<file path="config.mk">
export PLATFORM = sky130hd
export DESIGN_NAME = mac_accum_pipe
export DESIGN_NICKNAME = d
export VERILOG_FILES = /design/src/rtl/mac_accum_pipe.sv
export SDC_FILE = /design/constraint.sdc
export NUM_CORES = 1
export LEC_CHECK = 0
export ABC_AREA = 1
export CAP_MARGIN = 20
export CORE_MARGIN = 10
export CORE_UTILIZATION = 28
export CTS_CLUSTER_SIZE = 20
export DETAILED_ROUTE_END_ITERATION = 12
export HOLD_SLACK_MARGIN = 0.08
export PLACE_DENSITY = 0.41
export SYNTH_ARGS = -nofsm -noshare
export SYNTH_HDL_FRONTEND = slang
export SYNTH_SLANG_ARGS = --single-unit
</file>
<file path="constraint.sdc">
create_clock -name clk -period 7.16 [get_ports clk]
set_input_delay 1.432 -clock clk [delete_from_list [all_inputs] [get_ports clk]]
set_output_delay 1.432 -clock clk [all_outputs]
set_load 0.01 [all_outputs]
</file>
<file path="src/rtl/mac_accum_pipe.sv">
// mac_accum_pipe: pipelined signed multiply-accumulate stage.
//
// Computes p <= f(p, a*b, c) for each valid sample, where the opcode picks
// ACC (p+m+c), LOAD (m+c), SUB (p-m+c) or CLEAR (0). The sum is formed two
// bits wider than the accumulator so overflow is exact. On overflow it either
// clamps to the nearest bound (SATURATE=1) or wraps (SATURATE=0), and flags ovf.
// Latency is 2+MREG ce-enabled cycles, and throughput is one sample per cycle.
// The parameters must satisfy PWIDTH >= AWIDTH+BWIDTH and PWIDTH >= CWIDTH.
//
// Ports:
//   clk        rising-edge clock
//   rst        synchronous active-high reset; takes priority over ce
//   ce         clock enable; 0 freezes every register
//   in_valid   sample qualifier
//   mode       2-bit opcode: 00 ACC, 01 LOAD, 10 SUB, 11 CLEAR
//   a, b       signed multiplier operands
//   c          signed addend
//   p          signed accumulator value (registered)
//   out_valid  p was updated by a valid sample on the last enabled edge
//   ovf        the result carried with out_valid overflowed
module mac_accum_pipe #(
  parameter int unsigned AWIDTH   = 16,
  parameter int unsigned BWIDTH   = 16,
  parameter int unsigned CWIDTH   = 32,
  parameter int unsigned PWIDTH   = 40,
  parameter int unsigned MREG     = 1,
  parameter int unsigned SATURATE = 1
) (
  input  logic                     clk,
  input  logic                     rst,
  input  logic                     ce,
  input  logic                     in_valid,
  input  logic [1:0]               mode,
  input  logic signed [AWIDTH-1:0] a,
  input  logic signed [BWIDTH-1:0] b,
  input  logic signed [CWIDTH-1:0] c,
  output logic signed [PWIDTH-1:0] p,
  output logic                     out_valid,
  output logic                     ovf
);

  localparam int unsigned MWIDTH = AWIDTH + BWIDTH;
  localparam int unsigned SWIDTH = PWIDTH + 2;

  localparam logic [1:0] ModeAcc   = 2'b00;
  localparam logic [1:0] ModeLoad  = 2'b01;
  localparam logic [1:0] ModeSub   = 2'b10;
  localparam logic [1:0] ModeClear = 2'b11;

  localparam logic signed [PWIDTH-1:0] PMax = {1'b0, {(PWIDTH-1){1'b1}}};
  localparam logic signed [PWIDTH-1:0] PMin = {1'b1, {(PWIDTH-1){1'b0}}};

  // ---------------------------------------------------------------------------
  // S1: input registers. Data loads regardless of in_valid.
  // ---------------------------------------------------------------------------
  logic signed [AWIDTH-1:0] r_a;
  logic signed [BWIDTH-1:0] r_b;
  logic signed [CWIDTH-1:0] r_c;
  logic [1:0]               r_mode;
  logic                     r_v1;

  always_ff @(posedge clk) begin
    if (rst) begin
      r_a    <= '0;
      r_b    <= '0;
      r_c    <= '0;
      r_mode <= '0;
      r_v1   <= 1'b0;
    end else if (ce) begin
      r_a    <= a;
      r_b    <= b;
      r_c    <= c;
      r_mode <= mode;
      r_v1   <= in_valid;
    end
  end

  // ---------------------------------------------------------------------------
  // S2: full-width signed product, optionally registered with its side-band.
  // ---------------------------------------------------------------------------
  logic signed [MWIDTH-1:0] w_prod;
  logic signed [MWIDTH-1:0] w_m;
  logic signed [CWIDTH-1:0] w_c2;
  logic [1:0]               w_mode2;
  logic                     w_v2;

  assign w_prod = MWIDTH'(r_a) * MWIDTH'(r_b);

  if (MREG != 0) begin : g_mreg
    logic signed [MWIDTH-1:0] r_m;
    logic signed [CWIDTH-1:0] r_c2;
    logic [1:0]               r_mode2;
    logic                     r_v2;

    always_ff @(posedge clk) begin
      if (rst) begin
        r_m     <= '0;
        r_c2    <= '0;
        r_mode2 <= '0;
        r_v2    <= 1'b0;
      end else if (ce) begin
        r_m     <= w_prod;
        r_c2    <= r_c;
        r_mode2 <= r_mode;
        r_v2    <= r_v1;
      end
    end

    assign w_m     = r_m;
    assign w_c2    = r_c2;
    assign w_mode2 = r_mode2;
    assign w_v2    = r_v2;
  end else begin : g_no_mreg
    assign w_m     = w_prod;
    assign w_c2    = r_c;
    assign w_mode2 = r_mode;
    assign w_v2    = r_v1;
  end

  // ---------------------------------------------------------------------------
  // S3: accumulate. Two guard bits make the range check exact for every mode.
  // ---------------------------------------------------------------------------
  logic signed [PWIDTH-1:0] r_p;
  logic                     r_out_valid;
  logic                     r_ovf;

  logic signed [SWIDTH-1:0] w_m_ext;
  logic signed [SWIDTH-1:0] w_c_ext;
  logic signed [SWIDTH-1:0] w_p_ext;
  logic signed [SWIDTH-1:0] w_s;
  logic [2:0]               w_top;
  logic                     w_ovf;
  logic signed [PWIDTH-1:0] w_p_next;

  assign w_m_ext = SWIDTH'(w_m);
  assign w_c_ext = SWIDTH'(w_c2);
  assign w_p_ext = SWIDTH'(r_p);

  always_comb begin
    w_s = '0;
    case (w_mode2)
      ModeAcc:   w_s = w_p_ext + w_m_ext + w_c_ext;
      ModeLoad:  w_s = w_m_ext + w_c_ext;
      ModeSub:   w_s = w_p_ext - w_m_ext + w_c_ext;
      ModeClear: w_s = '0;
      default:   w_s = '0;
    endcase
  end

  // In range iff the guard bits and the accumulator sign bit all agree.
  assign w_top = w_s[SWIDTH-1:PWIDTH-1];
  assign w_ovf = (w_top != 3'b000) && (w_top != 3'b111);

  always_comb begin
    w_p_next = w_s[PWIDTH-1:0];
    if ((SATURATE != 0) && w_ovf) begin
      w_p_next = w_s[SWIDTH-1] ? PMin : PMax;
    end
  end

  always_ff @(posedge clk) begin
    if (rst) begin
      r_p         <= '0;
      r_out_valid <= 1'b0;
      r_ovf       <= 1'b0;
    end else if (ce) begin
      r_out_valid <= w_v2;
      if (w_v2) begin
        r_p   <= w_p_next;
        r_ovf <= w_ovf;
      end
    end
  end

  assign p         = r_p;
  assign out_valid = r_out_valid;
  assign ovf       = r_ovf;

endmodule

</file>
Word level (Yosys, flattened, before mapping). Cells that the tools add are included.

Bits in registers: 176. Bits of input ports: 70. Output and inout port bits: 42. Word-level logic and storage cells: 29.

Add/sub/neg operators: 5. Multipliers: 1. Equal/unequal tests: 4. Multiplexer cells: 3. Reductions and logical operators: 4.

Operators with widths (count): $pmux W42 S4 (1); $add A41 B32 Y42 (2); $mux W40 (2); $add A40 B32 Y41 (1); $sub A40 B32 Y41 (1); $add A32 B32 Y33 (1); $mul A16 B16 Y32 (1); $eq A2 B2 Y1 const B (2); $ne A3 B3 Y1 const B (1); $reduce_bool A3 Y1 (1); $eq A2 B1 Y1 const B (1); $logic_not A2 Y1 (1); $reduce_and A2 Y1 (1); $logic_and A1 B1 Y1 (1).

Longest topological paths before layout. Gate-level depths: netlist of run 1.

Depth after elaboration: 6. Mapped depth: 31. Gate-level depth less buffers: 29.

Worst setup path after synthesis of run 1. OpenSTA, ideal clock, no wires.

Path kind: reg-to-reg. Start: register r_a[15]. End: register g_mreg.r_m[30]. Data arrival time: 5.760 ns. Data required time: 7.051 ns. Slack: 1.291 ns. Cell stages (with the launch flop): 26. Buffers on the path: 2. Period minus slack after synthesis: 5.869 ns. Path through: dfxtp_1 -> clkbuf_1 -> clkbuf_1 -> nand2_1 -> inv_1 -> fa_1 -> fa_1 -> inv_1 -> fa_1 -> fa_1 -> inv_1 -> fa_1 -> inv_1 -> fa_1 -> inv_1 -> ha_1 -> a21oi_1 -> inv_1 -> a31oi_1 -> inv_1 -> a211oi_1 -> nand2_1 -> a21oi_1 -> o21ai_0 -> nand2_1 -> inv_1.

Word-level cells in the longest chain between the ends: 1.

RTL lines: start, declared (line 56) `logic signed [AWIDTH-1:0] r_a;`; start signal, assigned (line 64) `r_a <= '0;`; start signal, assigned (line 70) `r_a <= a;`; $mul A16 B16 Y32 (line 87) `assign w_prod = MWIDTH'(r_a) * MWIDTH'(r_b);`; end signal, assigned (line 102) `r_m <= w_prod;`; end, declared (line 90) `logic signed [MWIDTH-1:0] r_m;`.

Every way passes these cells. A chain may end at the register's enable or synchronous reset.

Worst setup path in the final report of run 1.
Start: register r_b[7]. End: register g_mreg.r_m[28].

Word-level cells in the longest chain between the ends: 1.

RTL lines: start, declared (line 57) `logic signed [BWIDTH-1:0] r_b;`; start signal, assigned (line 65) `r_b <= '0;`; start signal, assigned (line 71) `r_b <= b;`; $mul A16 B16 Y32 (line 87).

Every way passes these cells.

==> results of run 1 <==
[final timing paths]
kind / startpoint / end / slack, ns / depth (start not counted)
worst min register to register: out_valid / out_valid / 0.48 / 2
worst max register to register: r_b[7] / g_mreg.r_m[28] / 0.55 / 26
worst min-delay path: out_valid / out_valid / 0.48 / 2
worst max-delay path: r_b[7] / g_mreg.r_m[28] / 0.55 / 26
[area by class of cell]
class	count	area [µm²]	share of cell area, %
Tap cell	1287	1610	5.222
Sequential cell	176	3525	11.43
Clock inverter	13	140.1	0.4544
Inverter	965	3635	11.79
Clock buffer	19	442.9	1.436
Timing Repair Buffer	153	1434	4.650
Multi-Input combinational cell	2899	20050	65.02
[placed cells by master (no fill, tap or decap), drive strengths merged, types with 4 or more instances in the layout]
| cell type | synthesis | layout |
|---|---|---|
| a21o | 11 | 11 |
| a21oi | 315 | 315 |
| a31oi | 4 | 4 |
| buf | 14 | 43 |
| clkbuf | 122 | 19 |
| clkdlybuf4s50 | 0 | 110 |
| clkinv | 3 | 9 |
| dfxtp | 176 | 176 |
| fa | 344 | 344 |
| ha | 196 | 196 |
| inv | 962 | 968 |
| nand2 | 940 | 940 |
| nand3 | 131 | 131 |
| nand3b | 7 | 7 |
| nand4 | 33 | 33 |
| nor2 | 492 | 492 |
| nor3 | 29 | 29 |
| o211ai | 5 | 5 |
| o21a | 7 | 7 |
| o21ai | 278 | 278 |
| o21bai | 30 | 30 |
| or2 | 17 | 17 |
| xnor2 | 13 | 13 |
| xor2 | 27 | 27 |
[registers in the layout (all words and copies together), names as in the netlist]
name,cells
r_v1,1
ovf,1
g_mreg.r_m,32
r_b,16
g_mreg.r_c2,32
r_mode,2
g_mreg.r_v2,1
out_valid,1
p,40
g_mreg.r_mode2,2
r_a,16
r_c,32
[metrics by stage]
step / utilization, % / instance area (µm²) / setup WS [ns]
6_report: 31.38 / 30840 / 0.5476
3_5_place_dp: 30.78 / 30250 / 0.4109
3_3_place_gp: 30.78 / 30250 / 0.5253
5_1_grt: 31.38 / 30840 / 0.05099
2_1_floorplan: - / 27740 / 1.291
4_1_cts: 31.38 / 30840 / 0.3721
[power by group]
group / leakage, nW / total [W] / switching, W / internal, W
clock: 0.283 / 0.00101 / 0.000536 / 0.000474
combinational: 14.9 / 0.00530 / 0.00356 / 0.00174
sequential: 1.46 / 0.00124 / 0.000157 / 0.00108
[worst max-delay path: stages (launching register included)]
cell and delay, ns:
dfxtp_1 0.73, buf_4 0.26, nand2_1 0.08, fa_1 0.56
inv_1 0.06, fa_1 0.50, fa_1 0.62, fa_1 0.47
fa_1 0.49, inv_1 0.05, fa_1 0.47, inv_1 0.04
ha_1 0.38, nand4_1 0.18, nor3_1 0.39, nand4_1 0.25
nand3_1 0.27, nand2_1 0.08, nand2_1 0.10, nand2_1 0.06
nand2_1 0.10, nand2_1 0.06, nand2_1 0.08, a21oi_1 0.06
o21ai_0 0.11, nand2_1 0.06, inv_1 0.05
[cells by family (layout without fill, tap and decap cells)]
logic type      Yosys count  count (layout)  share of synthesized area, %
fa+ha+maj               540             540                         33.67
simple gates           1656            1656                         24.64
flops                   176             176                         12.70
xor+xnor                 40              40                         1.263
compound gates          663             663                         12.68
buf+inv                1101            1150                         15.04
[timing repair]
action	4_1_cts	5_1_grt
gates resized for setup	0	1
hold buffers	0	0
setup endpoints to repair	0	1
[per-layer routing]
layer	track usage (%)	share of wire (%)	up-vias
met4	6.016	2.9	0
met5	0	0	-
met3	1.696	2.6	124
met1	24.84	46	12130
li1	-	-	12700
met2	34.47	49	471
==> results_dict.tcl, run 1 <==
set metrics [dict create \
    status "finished, final reports clean" \
    cp.arrival_ns 7.07 \
    syn_avg_cell_area_um2 6.642 \
    cp.required_ns 7.62 \
    die_area_um2 112000 \
    critPathLaunchType "register" \
    dieWidth_um 334.7 \
    max_cap_viol_count 0 \
    syn-cell-area_um2 27740 \
    synth_area_leader_cell "fa_1" \
    power_density_nw_per_um2 244.7 \
    synth_warnings 0 \
    critPathCaptureType "register" \
    fillerInstances 11120 \
    synth.area.top_cells "fa_1, inv_1, dfxtp_1" \
    grt_pass1_wl_um 165600 \
    syn-num-nets 4786 \
    min_period_ns 6.612 \
    crit_type "reg2reg" \
    async_flop_share_pct 0 \
    coreArea_um2 98280 \
    synth_edf_count 0 \
    overflow 0 \
    ant_nets 0 \
    synthTopCellsByCount "inv_1, nand2_1, nor2_1, fa_1, a21oi_1" \
    critPathMaxFanout 13 \
    setup_viol 0 \
    fp.dieH_um 334.7 \
    post-route-period-util_pct 92.35 \
    max_freq_ghz 0.1512 \
    place_inst 5480 \
    drtPass1Iterations 5 \
    portBuffers 111 \
    drive_gt1_share_pct 3.858 \
    slew_viol_final 0 \
    vias_per_cell 4.612 \
    cts_buffers 17 \
    hpwl_um 92480 \
    fin_skew_ns 0.02840 \
    synth_top_area_share_pct 24.83 \
    htree_num_levels 4 \
    vias 25420 \
    ys_seq_area_share_pct 12.70 \
    rsz0062_at_grt "false" \
    io_pins 112 \
    antenna_found_initial 0 \
    initial_core_util_pct 28.22 \
    wl_per_cell_um 19.68 \
    p_leak_nw 16.61 \
    clk_pin_slew_ns 0.08 \
    grt_max_degree 111 \
    grt_use_total_pct 19.49 \
    synth_cell_types 49 \
    ir_worst_vdd_uv 204.2 \
    tns_ns 0 \
    yosysMostFrequentCell "inv_1" \
    cts_root_buffer "clkbuf_16" \
    hp-class "reg2reg" \
    grt_pass1_vias 26750 \
    synth_ff_type "dfxtp_1" \
    maxSlewHeadroom_pct 26.45 \
    worst_hold_slack_ns 0.4836 \
    syn_inst 4176 \
    antennaDiodeCount 0 \
    cts_setup_buffers 0 \
    syn2layout_area_growth_pct 11.18 \
    nNetsFinal 4822 \
    tightest_slew_ns 1.092 \
    drc 0 \
    final_cells 5512 \
    clockBufferDepth 2 \
    num_rows 115 \
    clock_latency_ns 0.53 \
    hold_viol_final 0 \
    cts_tree "done" \
    routed_wl_um 108500 \
    place_congestion 0.9395 \
    cts.sinks 176 \
    drt_iter0_markers 1346 \
    ys_ff_latch 176 \
    fin_total_pwr_w 0.007546 \
]
Note: power is estimated with default switching activity, not from simulation.
==> run 2, diff against run 1 <==
--- a/config.mk
+++ b/config.mk
@@ -6,7 +6,6 @@
 export NUM_CORES = 1
 export LEC_CHECK = 0
 export ABC_AREA = 1
-export CAP_MARGIN = 20
 export CORE_MARGIN = 10
 export CORE_UTILIZATION = 28
 export CTS_CLUSTER_SIZE = 20
==> results of run 2 <==
Final layout, timing and power as in run 1 (identical DEF).
==> run 3, diff against run 2 <==
--- a/config.mk
+++ b/config.mk
@@ -10,6 +10,7 @@
 export CORE_UTILIZATION = 28
 export CTS_CLUSTER_SIZE = 20
 export DETAILED_ROUTE_END_ITERATION = 12
+export GPL_ROUTABILITY_DRIVEN = 0
 export HOLD_SLACK_MARGIN = 0.08
 export PLACE_DENSITY = 0.41
 export SYNTH_ARGS = -nofsm -noshare
==> run 3 against run 2 <==
Die area unchanged. Utilization about the same. Maximum frequency decreased by 0.47%. Clock power about the same. Non-clock buffer count decreased by 4. Power increased by 0.12%. Wire length decreased by 0.59%. Final area about the same. Largest power group unchanged.
==> results_dict.tcl, run 3 (same netlist as run 1, synthesis figures left out) <==
set metrics [dict create \
    status "finished, final reports clean" \
    dieWidth_um 334.7 \
    p_leak_nw 16.58 \
    p_clk_share_pct 13.6 \
    num_rows 115 \
    r2r_start "r_a[11]" \
    hpwl_um 91670 \
    clk_pin_slew_ns 0.08 \
    critPathCaptureType "register" \
    combPwrFrac_pct 70.0 \
    crit_type "reg2reg" \
    final_common_cell "inv_1" \
    ff2ff_setup_slack_ns 0.52 \
    fin_area_um2 30810 \
    syn2layout_area_growth_pct 11.07 \
    switching_share_pct 56.33 \
    regMostFlops "p" \
    cp.required_ns 7.61 \
    worstReg2RegEnd "g_mreg.r_m[28]" \
    max_freq_ghz 0.1505 \
    setup_viol 0 \
    largest_reg_flops 40 \
    p_int_w 0.003299 \
    grt_pass1_wl_um 164900 \
    fp.dieH_um 334.7 \
    cts_setup_buffers 0 \
    max_stage_delay_ns 0.71 \
    hold-path-cell-count 2 \
    hp-class "reg2reg" \
    cts.sinks 176 \
    routed_wl_um 107900 \
    post-route-period-util_pct 92.79 \
    crit_top_cell "nand2_1" \
    postCtsResizedCells 0 \
    drc 0 \
    worstHoldStart "out_valid" \
    cp.arrival_ns 7.10 \
    vias_per_cell 4.633 \
    clock_latency_ns 0.52 \
    hold_viol_final 0 \
    cts_tree "done" \
    wl_per_cell_um 19.58 \
    initial_core_util_pct 28.22 \
    vias 25520 \
    die_area_um2 112000 \
    clockBufferDepth 2 \
    tns_ns 0 \
    min_to "out_valid" \
    slew_viol_final 0 \
    cts_root_buffer "clkbuf_16" \
    fillerInstances 11030 \
    drive_gt1_share_pct 3.767 \
    share_seq_of_total_power_pct 16.5 \
    antenna_found_initial 0 \
    power_switching_w 0.004256 \
    drt_iter0_markers 1390 \
    coreArea_um2 98280 \
    critPathLaunchType "register" \
    worst_slack_ns 0.5160 \
    critPathMaxFanout 10 \
    portBuffers 111 \
    cts_buffers 17 \
    ctsHoldBuffers 0 \
    grt_pass1_vias 26850 \
    ir_worst_vdd_uv 212.9 \
    rsz0062_at_grt "false" \
    max_cap_viol_count 0 \
    drtPass1Iterations 5 \
    io_pins 112 \
    power_density_nw_per_um2 245.2 \
    tightest_slew_ns 1.092 \
    final_cell_mix "inv_1, nand2_1, nor2_1, fa_1, a21oi_1" \
    htree_num_levels 4 \
    grt_max_degree 97 \
    place_area_um2 30210 \
    overflow 0 \
    nNetsFinal 4818 \
    ant_nets 0 \
    ff2ff_path_depth 26 \
    crit_slowest_cell "dfxtp_1" \
    maxSlewHeadroom_pct 26.76 \
    dpl_worst_slack_ns 0.4070 \
    min_period_ns 6.644 \
    grt_use_total_pct 19.33 \
    fin_skew_ns 0.02104 \
    antennaDiodeCount 0 \
]
## run 3: cell types whose count changed in the layout (fill, tap and decap cells not counted), sizes merged
cell      before  now
buf           43   39
clkinvlp       1    2
inv          968  967
## run 3: area by class of cell
class | instances | area [µm²] | share of cell area, %
clock buffer | 19 | 452.9 | 1.470
clock inverter | 13 | 143.9 | 0.4671
inverter | 965 | 3635 | 11.80
multi-input combinational | 2899 | 20050 | 65.08
sequential | 176 | 3523 | 11.44
tap | 1287 | 1610 | 5.227
timing repair buffer | 149 | 1391 | 4.516
## run 3: worst max-delay path by stage
stage          startpoint              to  slack (ns)  depth (start not counted)
6_report          r_a[11]  g_mreg.r_m[28]        0.52                         26
5_1_grt            r_b[1]  g_mreg.r_m[28]        0.04                         25
4_1_cts           r_a[12]  g_mreg.r_m[28]        0.37                         25
3_5_place_dp      r_a[12]  g_mreg.r_m[28]        0.41                         25
3_3_place_gp      r_a[12]  g_mreg.r_m[28]        0.45                         25
2_1_floorplan     r_a[15]  g_mreg.r_m[30]        1.29                         25
## run 3: worst max-delay path: cells and delay by family, from the launching register on
family	cells	cell delay (ns)
AO/OA/AOI/OAI	2	0.18
adder cells (fa/ha/maj)	7	3.47
buffers and inverters	5	0.47
flip-flops	1	0.71
AND/OR/NAND/NOR	12	1.76
## run 3: stage by stage
stage          hold slack (ns)  util (%)  cells  total power [W]
2_1_floorplan           0.4495         -   4176         0.004826
3_3_place_gp            0.4576     30.74   5476         0.006532
3_5_place_dp            0.4565     30.74   5476         0.006527
4_1_cts                 0.4702     31.35   5508         0.007610
5_1_grt                 0.5139     31.35   5508         0.008348
6_report                0.4665     31.35   5508         0.007555
## run 3: routing by layer
metal  GRT usage [%]  up-vias  part of all wire (%)
met1           24.59    12260                    45
met3           1.690      118                   2.6
met2           34.26      442                    49
met4           5.922        0                   2.9
met5               0        -                     0
li1                -    12700                     -
## run 3: power by group through the flow
stage	logic, W	registers, W	clock network [W]
floorplan	0.00364	0.00119	0
global placement	0.00526	0.00127	0
detailed placement	0.00526	0.00127	0
CTS	0.00529	0.00125	0.00107
global route	0.00599	0.00126	0.00110
finish	0.00528	0.00125	0.00102
